===== src/rtl/div_if.sv =====
// Execute-stage <-> divider handshake: start is accepted only while busy is low;
// valid is a one-cycle strobe and y holds the last result until the next completion.
interface div_if #(
   parameter int XLEN = 32
);
   logic            start;
   logic [1:0]      op;
   logic            is_word_op;
   logic [XLEN-1:0] d0;
   logic [XLEN-1:0] d1;
   logic            flush;
   logic            busy;
   logic            valid;
   logic [XLEN-1:0] y;

   modport master (output start, op, is_word_op, d0, d1, flush, input busy, valid, y);
   modport slave  (input start, op, is_word_op, d0, d1, flush, output busy, valid, y);
endinterface


===== src/rtl/div_unit.sv =====
// Iterative radix-2 restoring divider for RV32M/RV64M DIV/DIVU/REM/REMU (+ word forms).
// Define DIV_FAST_SPECIAL_EN to bypass CALC for divide-by-zero and signed overflow.
module div_unit #(
   parameter int XLEN = 32
) (
   input  logic       clk,
   input  logic       reset,
   div_if.slave       bus,
   output logic [1:0] dbg_state
);
   localparam int CW = $clog2(XLEN + 1);

   typedef enum logic [1:0] {IDLE, PREP, CALC, DONE} state_t;

   state_t          state_q, state_d;
   logic [1:0]      op_q, op_d;
   logic            word_q, word_d;
   logic [XLEN-1:0] a_q, a_d, b_q, b_d;
   logic [XLEN-1:0] rem_q, rem_d, quo_q, quo_d, div_q, div_d;
   logic [XLEN-1:0] y_q, y_d;
   logic [CW-1:0]   cnt_q, cnt_d;
   logic            qneg_q, qneg_d, rneg_q, rneg_d;
   logic            dbz_q, dbz_d, ovf_q, ovf_d;
   logic            valid_q, valid_d;

   logic            is_signed, pre_dbz, pre_ovf;
   logic [XLEN-1:0] a_ext, b_ext, min_neg, abs_a, abs_b, rem_n, quo_n;
   logic [CW-1:0]   n_iter;
   logic [XLEN:0]   r_sh, diff;

   function automatic logic [XLEN-1:0] ext32(input logic [XLEN-1:0] v, input logic sgn);
      logic [XLEN-1:0] t;
      t       = {XLEN{sgn & v[31]}};
      t[31:0] = v[31:0];
      return t;
   endfunction

   // Special cases are resolved from flags so both the bypass and the full CALC run agree.
   function automatic logic [XLEN-1:0] result(input logic [1:0] op, input logic word,
                                              input logic qneg, input logic rneg,
                                              input logic dbz, input logic ovf,
                                              input logic [XLEN-1:0] a,
                                              input logic [XLEN-1:0] quo,
                                              input logic [XLEN-1:0] rem);
      logic [XLEN-1:0] q, r, s;
      q = dbz ? {XLEN{1'b1}} : (ovf ? a : (qneg ? -quo : quo));
      r = dbz ? a : (ovf ? {XLEN{1'b0}} : (rneg ? -rem : rem));
      s = op[1] ? r : q;
      return word ? ext32(s, 1'b1) : s;
   endfunction

   always_comb begin
      is_signed = ~op_q[0];
      a_ext     = word_q ? ext32(a_q, is_signed) : a_q;
      b_ext     = word_q ? ext32(b_q, is_signed) : b_q;
      min_neg   = word_q ? ext32(XLEN'(32'h8000_0000), 1'b1) : {1'b1, {(XLEN-1){1'b0}}};
      abs_a     = (is_signed && a_ext[XLEN-1]) ? -a_ext : a_ext;
      abs_b     = (is_signed && b_ext[XLEN-1]) ? -b_ext : b_ext;
      n_iter    = word_q ? CW'(32) : CW'(XLEN);
      pre_dbz   = (b_ext == '0);
      pre_ovf   = is_signed && (b_ext == '1) && (a_ext == min_neg);
      // Extra top bit keeps the compare exact when the divisor exceeds 2^(XLEN-1).
      r_sh      = {rem_q, quo_q[XLEN-1]};
      diff      = r_sh - {1'b0, div_q};
      rem_n     = diff[XLEN] ? r_sh[XLEN-1:0] : diff[XLEN-1:0];
      quo_n     = {quo_q[XLEN-2:0], ~diff[XLEN]};
   end

   always_comb begin
      state_d = state_q;
      op_d    = op_q;
      word_d  = word_q;
      a_d     = a_q;
      b_d     = b_q;
      rem_d   = rem_q;
      quo_d   = quo_q;
      div_d   = div_q;
      cnt_d   = cnt_q;
      qneg_d  = qneg_q;
      rneg_d  = rneg_q;
      dbz_d   = dbz_q;
      ovf_d   = ovf_q;
      y_d     = y_q;
      valid_d = 1'b0;
      case (state_q)
         IDLE: begin
            if (bus.start) begin
               state_d = PREP;
               op_d    = bus.op;
               word_d  = bus.is_word_op && (XLEN == 64);
               a_d     = bus.d0;
               b_d     = bus.d1;
            end
         end
         PREP: begin
            a_d    = a_ext;
            qneg_d = is_signed & (a_ext[XLEN-1] ^ b_ext[XLEN-1]);
            rneg_d = is_signed & a_ext[XLEN-1];
            dbz_d  = pre_dbz;
            ovf_d  = pre_ovf;
            rem_d  = '0;
            // Word dividends are pre-aligned to the top so N shifts consume exactly 32 bits.
            quo_d  = word_q ? (abs_a << (XLEN - 32)) : abs_a;
            div_d  = abs_b;
            cnt_d  = n_iter;
            state_d = CALC;
`ifdef DIV_FAST_SPECIAL_EN
            if (pre_dbz || pre_ovf) begin
               state_d = DONE;
               valid_d = 1'b1;
               y_d     = result(op_q, word_q, 1'b0, 1'b0, pre_dbz, pre_ovf, a_ext, '0, '0);
            end
`endif
         end
         CALC: begin
            rem_d = rem_n;
            quo_d = quo_n;
            cnt_d = cnt_q - 1'b1;
            // Result is fixed up and registered on the edge entering DONE, so valid/y
            // are both visible for the whole DONE cycle.
            if (cnt_q == CW'(1)) begin
               state_d = DONE;
               valid_d = 1'b1;
               y_d     = result(op_q, word_q, qneg_q, rneg_q, dbz_q, ovf_q, a_q, quo_n, rem_n);
            end
         end
         DONE:    state_d = IDLE;
         default: state_d = IDLE;
      endcase
      if (bus.flush && (state_q != IDLE)) begin
         state_d = IDLE;
         valid_d = 1'b0;
         y_d     = y_q;
      end
   end

   always_ff @(posedge clk or posedge reset) begin
      if (reset) begin
         state_q <= IDLE;
         op_q    <= '0;
         word_q  <= 1'b0;
         a_q     <= '0;
         b_q     <= '0;
         rem_q   <= '0;
         quo_q   <= '0;
         div_q   <= '0;
         cnt_q   <= '0;
         qneg_q  <= 1'b0;
         rneg_q  <= 1'b0;
         dbz_q   <= 1'b0;
         ovf_q   <= 1'b0;
         y_q     <= '0;
         valid_q <= 1'b0;
      end else begin
         state_q <= state_d;
         op_q    <= op_d;
         word_q  <= word_d;
         a_q     <= a_d;
         b_q     <= b_d;
         rem_q   <= rem_d;
         quo_q   <= quo_d;
         div_q   <= div_d;
         cnt_q   <= cnt_d;
         qneg_q  <= qneg_d;
         rneg_q  <= rneg_d;
         dbz_q   <= dbz_d;
         ovf_q   <= ovf_d;
         y_q     <= y_d;
         valid_q <= valid_d;
      end
   end

   assign bus.busy  = (state_q != IDLE);
   assign bus.valid = valid_q;
   assign bus.y     = y_q;
   assign dbg_state = state_q;
endmodule


===== src/flat_wrapper.sv =====
// flat-port wrapper written by rule: the top's interface ports become plain ports
module div_unit_flat 
#(
   parameter int XLEN = 32
)
  (clk, reset, dbg_state, bus_start, bus_op, bus_is_word_op, bus_d0, bus_d1, bus_flush, bus_busy, bus_valid, bus_y);
  div_if #(.XLEN(XLEN)) bus_i ();
  input  logic clk;
  input  logic reset;
  output logic [1:0] dbg_state;
  input wire logic [$bits(bus_i.start)-1:0] bus_start;
  input wire logic [$bits(bus_i.op)-1:0] bus_op;
  input wire logic [$bits(bus_i.is_word_op)-1:0] bus_is_word_op;
  input wire logic [$bits(bus_i.d0)-1:0] bus_d0;
  input wire logic [$bits(bus_i.d1)-1:0] bus_d1;
  input wire logic [$bits(bus_i.flush)-1:0] bus_flush;
  output wire logic [$bits(bus_i.busy)-1:0] bus_busy;
  output wire logic [$bits(bus_i.valid)-1:0] bus_valid;
  output wire logic [$bits(bus_i.y)-1:0] bus_y;
  assign bus_i.start = bus_start;
  assign bus_i.op = bus_op;
  assign bus_i.is_word_op = bus_is_word_op;
  assign bus_i.d0 = bus_d0;
  assign bus_i.d1 = bus_d1;
  assign bus_i.flush = bus_flush;
  assign bus_busy = bus_i.busy;
  assign bus_valid = bus_i.valid;
  assign bus_y = bus_i.y;
  div_unit #(.XLEN(XLEN)) u_core (.clk(clk), .reset(reset), .bus(bus_i), .dbg_state(dbg_state));
endmodule

===== config.mk =====
export PLATFORM = sky130hd
export DESIGN_NAME = div_unit_flat
export DESIGN_NICKNAME = d
export VERILOG_FILES = /design/src/rtl/div_if.sv /design/src/rtl/div_unit.sv /design/src/flat_wrapper.sv
export SDC_FILE = /design/constraint.sdc
export NUM_CORES = 1
export LEC_CHECK = 0
export BUFFER_PORTS_ARGS = -buffer_cell sky130_fd_sc_hd__buf_2
export CAP_MARGIN = 5
export CORE_ASPECT_RATIO = 0.75
export CORE_MARGIN = 10
export CORE_UTILIZATION = 35
export CTS_BUF_LIST = sky130_fd_sc_hd__clkbuf_8
export CTS_CLUSTER_SIZE = 20
export DETAILED_ROUTE_END_ITERATION = 8
export HOLD_SLACK_MARGIN = 0.1
export PLACE_DENSITY = 0.53
export REMOVE_ABC_BUFFERS = 1
export SLEW_MARGIN = 20
export SYNTH_ARGS = -nofsm -noshare
export SYNTH_HDL_FRONTEND = slang
export SYNTH_SLANG_ARGS = --single-unit
export TNS_END_PERCENT = 1

===== constraint.sdc =====
create_clock -name clk -period 8.1 [get_ports clk]
set_input_delay 0.405 -clock clk [delete_from_list [all_inputs] [get_ports clk]]
set_output_delay 0.405 -clock clk [all_outputs]
set_load 0.01 [all_outputs]

==> impl_results.md, run 1 <==
- Nets: approximately 1,900
- Post-Syn Instances: 1,638
- Async SR Flop Fraction: 1.00
- Final Hold Fails: 0
- Mapped Area: 14,300 um^2
- IO Pins: 107
- First-pass GRT wire length: 71,200 um
- Clock Skew: 0.0164 ns
- Initial Util: 0.358
- Design Power: approximately 6.2 mW
- Mux contribution to synthesized area: 0.0931
- Share of the synthesized area in the top cell type: 0.363
- Setup bufs post-CTS: 0
- CP Buf/Inv Count: 5
- Hold path depth: 3
- Maxcap violations: 0
- Status: finished, final reports clean
- Cell taking the most area after synthesis: dfrtp_1
- Clock Sinks: 207
- Routability cong.: between 0.8 and 0.9
- Clock transition at path regs: 0.06 ns
- Final Max Tran Viols: 0
- Max-Slew Margin vs Limit: 0.287
- WS Path Type: reg -> reg
- Worst reg-to-reg path cell count: 24
- Sequential power share: 0.325
- Startpoint types: flop
- Pwr dens: 372 nW/um^2
- TritonCTS clock tree: built
- Vias in the first global route: 12,717
- Total number of vias: around 13,000
- Max rail drop VDD: 0.320 mV
- Critical Path Fanout Max: 42
- Via-per-instance ratio: about 5.6
- Detailed placement HPWL: 32,000 um
- Commonest cells post-synth: dfrtp_1 (207), nor2_1 (158), nand2_1 (152), a21oi_1 (138), o21ai_0 (115)
- Max incr delay on CP: 0.48 ns
- Minimum clock period: 6.64 ns
- Synthesized area per cell: 8.71 um^2
- Buffer levels on the longest clock path: 3
- First-pass DRT Iterations: 7
- Worst-Skew Late Latency: 0.57 ns
- Family with the most delay on the worst path: compound AO/OA/AOI/OAI gates
- ANT cells: 0
- Comb power frac: 0.507
- Core Region: 39,900 um^2
- NetSw: 2.79 mW
- DR WL/cell: 19.0 um
- Tot GR Track Use: 0.177
- # hold bufs at CTS: 67
- Compound-Gate Fraction of Synth Area: 0.216
- Share of layout cells above drive strength 1: 0.172
- Critical path depth: 24
- CP max-delay cell: nor4_1
- Switching part of the total power: 0.450
- Synth-to-layout area growth: 17.0%
- Sequential share of the synthesized area: 0.363
- Total CTS buffers: 38
- Critical Path AT: ~7.1 ns
- Peak Freq: 0.151 GHz
- Buffers added on ports: 105
- Largest net degree at the start of global routing: 89
- Total negative setup slack: 0 ns
- Least-Margin Pin Slew: ~1.1 ns
- Synth area leaders: dfrtp_1 (36%), mux2_2 (7.9%), xnor2_1 (4.9%)
- Synth Flop Type: dfrtp_1
- Chip width: roughly 250 um
- Flops & latches, synth: slightly above 200
- Design Area, Final: 16,700 um^2
- Distinct cells, synth: 84
- Clock root buffer: clkbuf_8
- Worst min-delay path category: in -> reg
- Initial antenna violation count: 2
- ANT nets after route: 0
- Leakage: 7.04 nW
- Post-CTS sizing: 0
- Largest family of logic cells by synthesized area: compound AO/OA/AOI/OAI gates
- DIE AREA: 49,300 um^2
- Max H-tree Level: 2
- Synth warn: 0
- Placed inst area: 15,200 um^2
- Synth Area in Adders: 0.0382
- Total global routing overflow: 0
- Worst path required time: 8.57 ns
- Remaining DRCs: 0
- Setup-failing EPs final: 0
- Final period util: 0.819
- Xor/xnor share of the synthesized area: 0.0909
- Post-synth EDFFs: 0
- Critical Path End Type: flop
- Crit-path cells: inv_1, ha_1, fa_1, nand2b_1, a211oi_2, o21ai_2, a2111oi_4, nor4_2, buf_4, nor2_4, inv_2, buf_4, a21oi_1, ha_1, inv_1, nor4b_1, nand3_1, nor4_1, a31oi_1, a2111o_1, o31ai_2, xor2_1, a311oi_1, a211oi_1
- Clk pwr share: 0.168
- Util after Layout: 0.419
- RSZ-0062 raised after global routing: no
- Top-count cell post-synth: dfrtp_1
- Iteration-0 DRC Markers: 941
- WL final: 44,200 um
- Die Span Y: 195 um
- Simple logic cell fraction of the synthesized area: 0.151
- Cell row count: 63
- Int Power: 3.42 mW
[logic make-up (layout without fill, tap and decap cells)]
kind of cell / count (synthesis) / count (layout)
multiplexers: 119 / 119
buffers and inverters: 172 / 341
adder cells (fa/ha/maj): 43 / 43
flip-flops: 207 / 207
AO/OA/AOI/OAI: 479 / 479
XOR/XNOR: 148 / 148
AND/OR/NAND/NOR: 470 / 470
[metal layers]
layer  vias to the layer above  wire length [um]  GRT usage
met5                         -                 0          0
met4                         0               597     0.0330
met3                        54              2640     0.0347
met2                       319             19300      0.268
met1                      6339             21600      0.256
li1                       6204                 -          -
[state kept, by name (all words and copies together) (netlist names), 2 cells and up]
| register | count |
|---|---|
| u_core.rem_q | 32 |
| u_core.bus.y | 32 |
| u_core.b_ext | 32 |
| u_core.a_ext | 32 |
| u_core.op_q | 2 |
| u_core.dbg_state | 2 |
| u_core.cnt_q | 6 |
| u_core.quo_q | 32 |
| u_core.div_q | 32 |
[tightest hold or removal path: cells and delay by family]
kind / cells / cell delay [ns]
AO/OA/AOI/OAI: 2 / 0.16
buffers and inverters: 1 / 0.08
[path summary, 6_finish.rpt]
path	slack [ns]	endpoint	startpoint
max in group asynchronous	5.53	u_core.rem_q[31]$_DFFE_PP0P_	reset
min in group asynchronous	0.49	u_core.b_ext[29]$_DFFE_PP0P_	reset
setup reg to reg	1.46	u_core.bus.y[28]$_DFFE_PP0P_	u_core.quo_q[31]$_DFFE_PP0P_
hold reg to reg	0.47	u_core.bus.y[8]$_DFFE_PP0P_	u_core.bus.y[8]$_DFFE_PP0P_
hold / removal	0.13	u_core.dbg_state[0]$_DFFE_PP0P_	bus_flush
setup / recovery	1.46	u_core.bus.y[28]$_DFFE_PP0P_	u_core.quo_q[31]$_DFFE_PP0P_
[cells in the final DEF, fill, tap and decap left out, drive strengths merged, types with 6 or more instances in the layout]
cell | synthesis | routed
a211oi | 16 | 16
clkinv | 3 | 8
dfrtp | 207 | 207
or3 | 12 | 12
nand3 | 23 | 23
nand2 | 152 | 152
a21oi | 138 | 138
o31ai | 32 | 32
a221oi | 28 | 28
mux2 | 100 | 100
o211ai | 8 | 8
nor3 | 33 | 33
dlygate4sd3 | 0 | 67
o41ai | 12 | 12
ha | 42 | 42
nor4 | 16 | 16
o21a | 7 | 7
nor2 | 159 | 159
nand4 | 15 | 15
and2 | 11 | 11
a31oi | 11 | 11
nor2b | 6 | 6
clkbuf | 68 | 48
a21o | 7 | 7
o21ai | 125 | 125
buf | 22 | 124
mux2i | 19 | 19
o2bb2ai | 14 | 14
or4 | 13 | 13
xor2 | 68 | 68
inv | 79 | 92
xnor2 | 80 | 80
o22ai | 36 | 36
nand2b | 10 | 10
[final cells by class]
type / instances / area [um^2]
tap: 520 / 651
timing repair buffer: 191 / 1340
clock buffer: 48 / 661
multi-input combinational: 1259 / 8440
sequential: 207 / 5180
fill: 4023 / 23200
clock inverter: 20 / 111
inverter: 82 / 315
[through the flow]
step | worst slack [ns] | instances | hold WS, ns
floorplan | 0.921 | 1548 | 0.487
finish | 1.46 | 2327 | 0.132
detailed placement | 1.58 | 2192 | 0.464
global placement | 1.66 | 2192 | 0.459
global route | 0.933 | 2327 | 0.125
CTS | 1.56 | 2327 | 0.103
[power groups by stage]
stage	clock [mW]	sequential (mW)	combinational [mW]
after detailed placement	0	2.03	3.13
after CTS	1.08	2.01	3.17
after floorplan	0	1.91	2.31
after global routing	1.12	2.09	3.52
final	1.04	2.02	3.15
after global placement	0	2.01	3.08
Note: power is estimated with default switching activity, not from simulation.
==> run 2, diff against run 1 <==
--- a/config.mk
+++ b/config.mk
@@ -14,7 +14,7 @@
 export CTS_CLUSTER_SIZE = 20
 export DETAILED_ROUTE_END_ITERATION = 8
 export HOLD_SLACK_MARGIN = 0.1
-export PLACE_DENSITY = 0.53
+export PLACE_DENSITY = 0.55
 export REMOVE_ABC_BUFFERS = 1
 export SLEW_MARGIN = 20
 export SYNTH_ARGS = -nofsm -noshare
==> constraint.sdc (replaced) <==
create_clock -name clk -period 5.5 [get_ports clk]
set_input_delay 0.275 -clock clk [delete_from_list [all_inputs] [get_ports clk]]
set_output_delay 0.275 -clock clk [all_outputs]
set_load 0.01 [all_outputs]
==> impl_results.md, run 2 (synthesis results as in run 1) <==
- Status: finished, final reports clean
- Maxcap violations: 0 (unchanged)
- Leakage: 7.28 nW (+3.4%)
- Worst path required time: 5.96 ns (-2.61 ns)
- Clock root buffer: clkbuf_8
- Die Span Y: 195 um (unchanged)
- Max rail drop VDD: 0.572 mV (+79%)
- Max-Slew Margin vs Limit: 0.296 (+0.00915)
- Clock transition at path regs: 0.06 ns (about the same)
- First-pass GRT wire length: 71,600 um (+0.60%)
- Minimum clock period: 5.19 ns (-1.45 ns)
- Initial antenna violation count: 3 (+1)
- Critical Path AT: 5.64 ns (-1.47 ns)
- Total negative setup slack: 0 ns (unchanged)
- Detailed placement HPWL: 32,300 um (+0.98%)
- Final WS setup: 0.314 ns (-1.15 ns)
- ANT nets after route: 0 (unchanged)
- DR WL/cell: 18.8 um (-1.3%)
- Clock Sinks: 207 (unchanged)
- Routability cong.: 0.867 (+0.53%)
- Worst-Skew Late Latency: 0.59 ns (+0.02 ns)
- Cell row count: 63 (unchanged)
- Initial Util: 0.358 (unchanged)
- Total global routing overflow: 0 (unchanged)
- Util after Layout: 0.429 (+0.0109)
- Design Power: 9.42 mW (+52%)
- Final Max Tran Viols: 0 (unchanged)
- Final period util: 0.943 (+0.124)
- Buffers added on ports: 105 (unchanged)
- Final Hold Fails: 0 (unchanged)
- DIE AREA: 49,300 um^2 (unchanged)
- Nets: 1,937 (+2.3%)
- Critical Path Fanout Max: 6 (-86%)
- Core Region: 39,900 um^2 (unchanged)
- Synth-to-layout area growth: 20.1%
- Iteration-0 DRC Markers: 1,017 (+8.1%)
- Total CTS buffers: 39 (+2.6%)
- Via-per-instance ratio: 5.57 (+0.41%)
- Clock Skew: 0.0404 ns (+0.0240 ns)
- Final hold slack: 0.173 ns (+0.0400 ns)
- Worst min-delay path category: in -> reg
- Tot GR Track Use: 0.178 (+0.000840)
- Pwr dens: 550 nW/um^2 (+48%)
- Share of layout cells above drive strength 1: 0.198 (+0.0257)
- Vias in the first global route: 12,970 (+2.0%)
- Startpoint types: flop
- Design Area, Final: 17,100 um^2 (+2.6%)
- Largest net degree at the start of global routing: 102 (+15%)
- Least-Margin Pin Slew: 1.06 ns (-0.0137 ns)
- Chip width: 253 um (unchanged)
- Most common cell after layout, fill and taps aside: dfrtp_1
- Total number of vias: 13,214 (+2.3%)
- Placed instance count: 2,230 (+1.7%)
- Placed inst area: 15,500 um^2 (+1.9%)
- DP Worst Slack: -0.101 ns (-1.68 ns)
- First-pass DRT Iterations: 5 (-2)
- WS Path Type: reg -> reg
- Remaining DRCs: 0 (unchanged)
- IO Pins: 107 (unchanged)
- Setup-failing EPs final: 0 (unchanged)
- Buffer levels on the longest clock path: 3 (unchanged)
- Critical Path End Type: flop
- Peak Freq: 0.193 GHz (+28%)
- Most frequent cells in the layout: dfrtp_1 (207), nor2_1 (157), nand2_1 (151)
- Fill cells: 3,967 (-1.4%)
- Max H-tree Level: 2 (unchanged)
- WL final: 44,500 um (+0.60%)
- TritonCTS clock tree: built
- Non-filler instance count after layout: 2,371 (+1.9%)
[run 2: cell types whose count changed in the layout (fill, tap and decap cells not counted), moves of 2 or more]
cell      delta
ha_1         -2
clkbuf_8     +2
buf_4       +42
ha_2         +2
a21oi_4      +2
a21oi_1      -2
[run 2: layout make-up]
type | instances | area [um^2] | area share
antenna | 1 | 2.50 | 0.000146
clock buffer | 50 | 688 | 0.0402
clock inverter | 18 | 100 | 0.00584
inverter | 82 | 318 | 0.0186
multi-input combinational | 1259 | 8530 | 0.498
sequential | 207 | 5180 | 0.302
tap | 520 | 651 | 0.0380
timing repair buffer | 234 | 1660 | 0.0972
[run 2: per-layer routing]
layer / GRT usage / vias to the layer above / routed length (um)
li1: - / 6305 / -
met1: 0.263 / 6476 / 21800
met2: 0.260 / 372 / 18800
met3: 0.0356 / 61 / 3120
met4: 0.0370 / 0 / 693
met5: 0 / - / 0
[run 2: worst max-delay path: stages (launching register included)]
cell       delay, ns
dfrtp_1         0.38
ha_2            0.21
fa_2            0.35
nand2b_4        0.16
a211oi_4        0.27
o21ai_2         0.12
a2111oi_4       0.33
buf_4           0.19
nor4_4          0.04
nor2_4          0.17
inv_4           0.08
a21oi_4         0.17
ha_2            0.20
inv_1           0.06
nor4b_2         0.27
buf_4           0.16
nand3_2         0.10
buf_4           0.18
nor3_1          0.25
a41oi_1         0.25
a211oi_2        0.24
buf_4           0.16
a41oi_1         0.13
xnor2_1         0.17
a221oi_1        0.28
o21ai_0         0.14
[run 2: where the power goes]
part | internal, mW | switching [mW] | total (mW)
Combinational | 2.19 | 2.69 | 4.88
Sequential | 2.17 | 0.799 | 2.97
Clock | 0.859 | 0.719 | 1.58
[run 2: path summary, 6_finish.rpt]
check,cells past startpoint,slack (ns),endpoint,startpoint
setup / recovery,25,0.31,u_core.bus.y[30]$_DFFE_PP0P_,u_core.div_q[0]$_DFFE_PP0N_
hold / removal,3,0.17,u_core.dbg_state[1]$_DFFE_PP0P_,bus_start
setup reg to reg,25,0.31,u_core.bus.y[30]$_DFFE_PP0P_,u_core.div_q[0]$_DFFE_PP0N_
hold reg to reg,2,0.48,u_core.bus.y[31]$_DFFE_PP0P_,u_core.bus.y[31]$_DFFE_PP0P_
max in group asynchronous,4,3.85,u_core.div_q[0]$_DFFE_PP0N_,reset
min in group asynchronous,3,0.38,u_core.b_ext[30]$_DFFE_PP0P_,reset
[run 2: what timing repair did]
action / CTS / global route
buffers inserted: 2 / 2
gates resized for setup: 4 / 13
hold buffers: 68 / 0
hold endpoints to repair: 167 / 0
setup endpoints to repair: 2 / 9
pin swaps: 6 / 10
==> run 3, diff against run 2 <==
--- a/config.mk
+++ b/config.mk
@@ -6,7 +6,7 @@
 export NUM_CORES = 1
 export LEC_CHECK = 0
 export BUFFER_PORTS_ARGS = -buffer_cell sky130_fd_sc_hd__buf_2
-export CAP_MARGIN = 5
+export CAP_MARGIN = 30
 export CORE_ASPECT_RATIO = 0.75
 export CORE_MARGIN = 10
 export CORE_UTILIZATION = 35
@@ -15,7 +15,6 @@
 export DETAILED_ROUTE_END_ITERATION = 8
 export HOLD_SLACK_MARGIN = 0.1
 export PLACE_DENSITY = 0.55
-export REMOVE_ABC_BUFFERS = 1
 export SLEW_MARGIN = 20
 export SYNTH_ARGS = -nofsm -noshare
 export SYNTH_HDL_FRONTEND = slang
==> impl_results.md, run 3 (synthesis results as in run 1) <==
- Status: finished, final reports clean
- Final hold slack: 0.173 ns (+0.000876 ns)
- R2R Setup Slk: 0.34 ns (+0.02 ns)
- Reg2Reg Capture Point: u_core.bus.y[28]$_DFFE_PP0P_
- Critical Path End Type: flop
- Buffers added on ports: 105 (unchanged)
- Non-filler instance count after layout: 2,370 (-0.042%)
- Total global routing overflow: 0 (unchanged)
- Die Span Y: 195 um (unchanged)
- Remaining DRCs: 0 (unchanged)
- Util after Layout: 0.431 (+0.00129)
- Placed instance count: 2,233 (+0.13%)
- Chip width: 253 um (unchanged)
- ANT nets after route: 0 (unchanged)
- Peak Freq: 0.194 GHz (+0.48%)
- Max H-tree Level: 2 (unchanged)
- Maxcap violations: 0 (unchanged)
- WS Path Type: reg -> reg
- Reg2reg start: u_core.div_q[0]$_DFFE_PP0N_
- WL final: 44,900 um (+0.88%)
- Initial Util: 0.358 (unchanged)
- Critical Path Fanout Max: 5 (-1)
- Syn_nets: 1,752
- ANT cells: 0 (-1)
- Minimum clock period: 5.16 ns (-0.0245 ns)
- Design Power: 9.44 mW (+0.25%)
- Worst-Skew Late Latency: 0.57 ns (-0.02 ns)
- Detailed placement HPWL: 32,900 um (+1.8%)
- Clock root buffer: clkbuf_8
- Iteration-0 DRC Markers: 1,018 (+0.098%)
- Setup-failing EPs final: 0 (unchanged)
- Final Hold Fails: 0 (unchanged)
- First-pass GRT wire length: 72,200 um (+0.88%)
- Least-Margin Pin Slew: 1.12 ns (+0.0630 ns)
- First-pass DRT Iterations: 5 (unchanged)
- Clock Skew: 0.0226 ns (-0.0179 ns)
- Vias in the first global route: 12,893 (-0.59%)
- Routability cong.: 0.870 (+0.40%)
- Crit path launch: u_core.div_q[0]$_DFFE_PP0N_
- Via-per-instance ratio: 5.51 (-1.1%)
- Nets: 1,941 (+0.21%)
- TritonCTS clock tree: built
- Final Max Tran Viols: 0 (unchanged)
- Placed inst area: 15,600 um^2 (+0.19%)
- Max-Slew Margin vs Limit: 0.248 (-0.0483)
- Total number of vias: 13,060 (-1.2%)
- Leakage: 7.29 nW (about the same)
- Largest net degree at the start of global routing: 115 (+13%)
- Worst min-delay path category: in -> reg
- Clock transition at path regs: 0.06 ns (about the same)
- Total CTS buffers: 39 (unchanged)
- Critical Path AT: 5.63 ns (about the same)
- Tot GR Track Use: 0.180 (+0.00218)
- Initial antenna violation count: 0 (-3)
- Cell row count: 63 (unchanged)
- Pwr dens: 550 nW/um^2 (about the same)
- Synth-to-layout area growth: 20.4%
- Design Area, Final: 17,200 um^2 (+0.30%)
- Startpoint types: flop
- DIE AREA: 49,300 um^2 (unchanged)
- IO Pins: 107 (unchanged)
- Max rail drop VDD: 0.499 mV (-13%)
- Worst reg-to-reg path cell count: 23 (-8.0%)
- Worst path required time: 5.97 ns (about the same)
- Clock Sinks: 207 (unchanged)
- Buffer levels on the longest clock path: 3 (unchanged)
- Most common cell after layout, fill and taps aside: dfrtp_1
- Hold path depth: 3 (unchanged)
- Most frequent cells in the layout: dfrtp_1 (207), nor2_1 (156), nand2_1 (151)
- Core Region: 39,900 um^2 (unchanged)
- Share of layout cells above drive strength 1: 0.198 (+0.000541)
- Worst Setup EP: u_core.bus.y[28]$_DFFE_PP0P_
- Final period util: 0.939 (-0.00446)
- DR WL/cell: 18.9 um (+0.92%)
## run 3: cell count changes in the layout (fill, tap and decap cells not counted), moves of 2 or more
cell      change
a21oi_4       -2
clkinv_2      -3
inv_1         -2
buf_12        +2
buf_8         +2
## run 3: power by group
part	internal, mW	total (mW)	switching (mW)
clock network	0.866	1.54	0.679
logic	2.21	4.91	2.70
registers	2.17	2.99	0.826
## run 3: area by class of cell
cell class,instances,area [um^2]
clock buffers,51,702
flip-flops and latches,207,5180
clock inverters,13,77.6
well taps,520,651
fillers,4065,22700
inverters,82,312
repair buffers,238,1730
multi-input cells,1259,8520
## run 3: worst min-delay path by stage
stage | from | to | slack, ns
after floorplan | bus_d0[31] | u_core.a_ext[31]$_DFFE_PP0P_ | 0.43
after global placement | reset | u_core.b_ext[23]$_DFFE_PP0P_ | 0.43
after detailed placement | reset | u_core.b_ext[26]$_DFFE_PP0P_ | 0.43
after CTS | bus_start | u_core.dbg_state[1]$_DFFE_PP0P_ | 0.14
after global routing | bus_start | u_core.dbg_state[0]$_DFFE_PP0P_ | 0.17
final | bus_start | u_core.dbg_state[1]$_DFFE_PP0P_ | 0.17
## run 3: repair_timing
item,in CTS,in global routing
setup endpoints to repair,0,11
endpoints found under the hold margin,98,0
gates resized for setup,0,16
hold buffers,68,0
setup buffers,0,2
## run 3: worst max-delay path, stage by stage, from the launching register on
cell       delay [ns]
dfrtp_1          0.37
ha_1             0.22
fa_1             0.39
nand2b_1         0.21
a211oi_4         0.30
o21ai_2          0.12
a2111oi_4        0.33
o31a_2           0.25
nor2_4           0.06
inv_2            0.12
nor2_1           0.05
a21oi_1          0.17
ha_2             0.21
buf_4            0.11
nand3b_1         0.11
nor2_2           0.16
nand4_1          0.26
a211oi_2         0.28
a31oi_1          0.11
a2111o_1         0.40
o31ai_2          0.27
xor2_1           0.24
a311oi_1         0.12
a211oi_1         0.23
## run 3: metal layers
| metal | global-route usage | share of wire | vias to the layer above |
|---|---|---|---|
| li1 | - | - | 6299 |
| met1 | 0.261 | 0.49 | 6357 |
| met2 | 0.268 | 0.43 | 342 |
| met3 | 0.0320 | 0.057 | 62 |
| met4 | 0.0479 | 0.021 | 0 |
| met5 | 0 | 0 | - |
## run 3: metrics by stage
stage,setup TNS [ns],worst slack (ns)
final,0,0.338
after global routing,-0.0303,-0.0303
after CTS,0,0.00657
after detailed placement,0,0.0496
after global placement,0,0.138
after floorplan,-0.378,-0.265
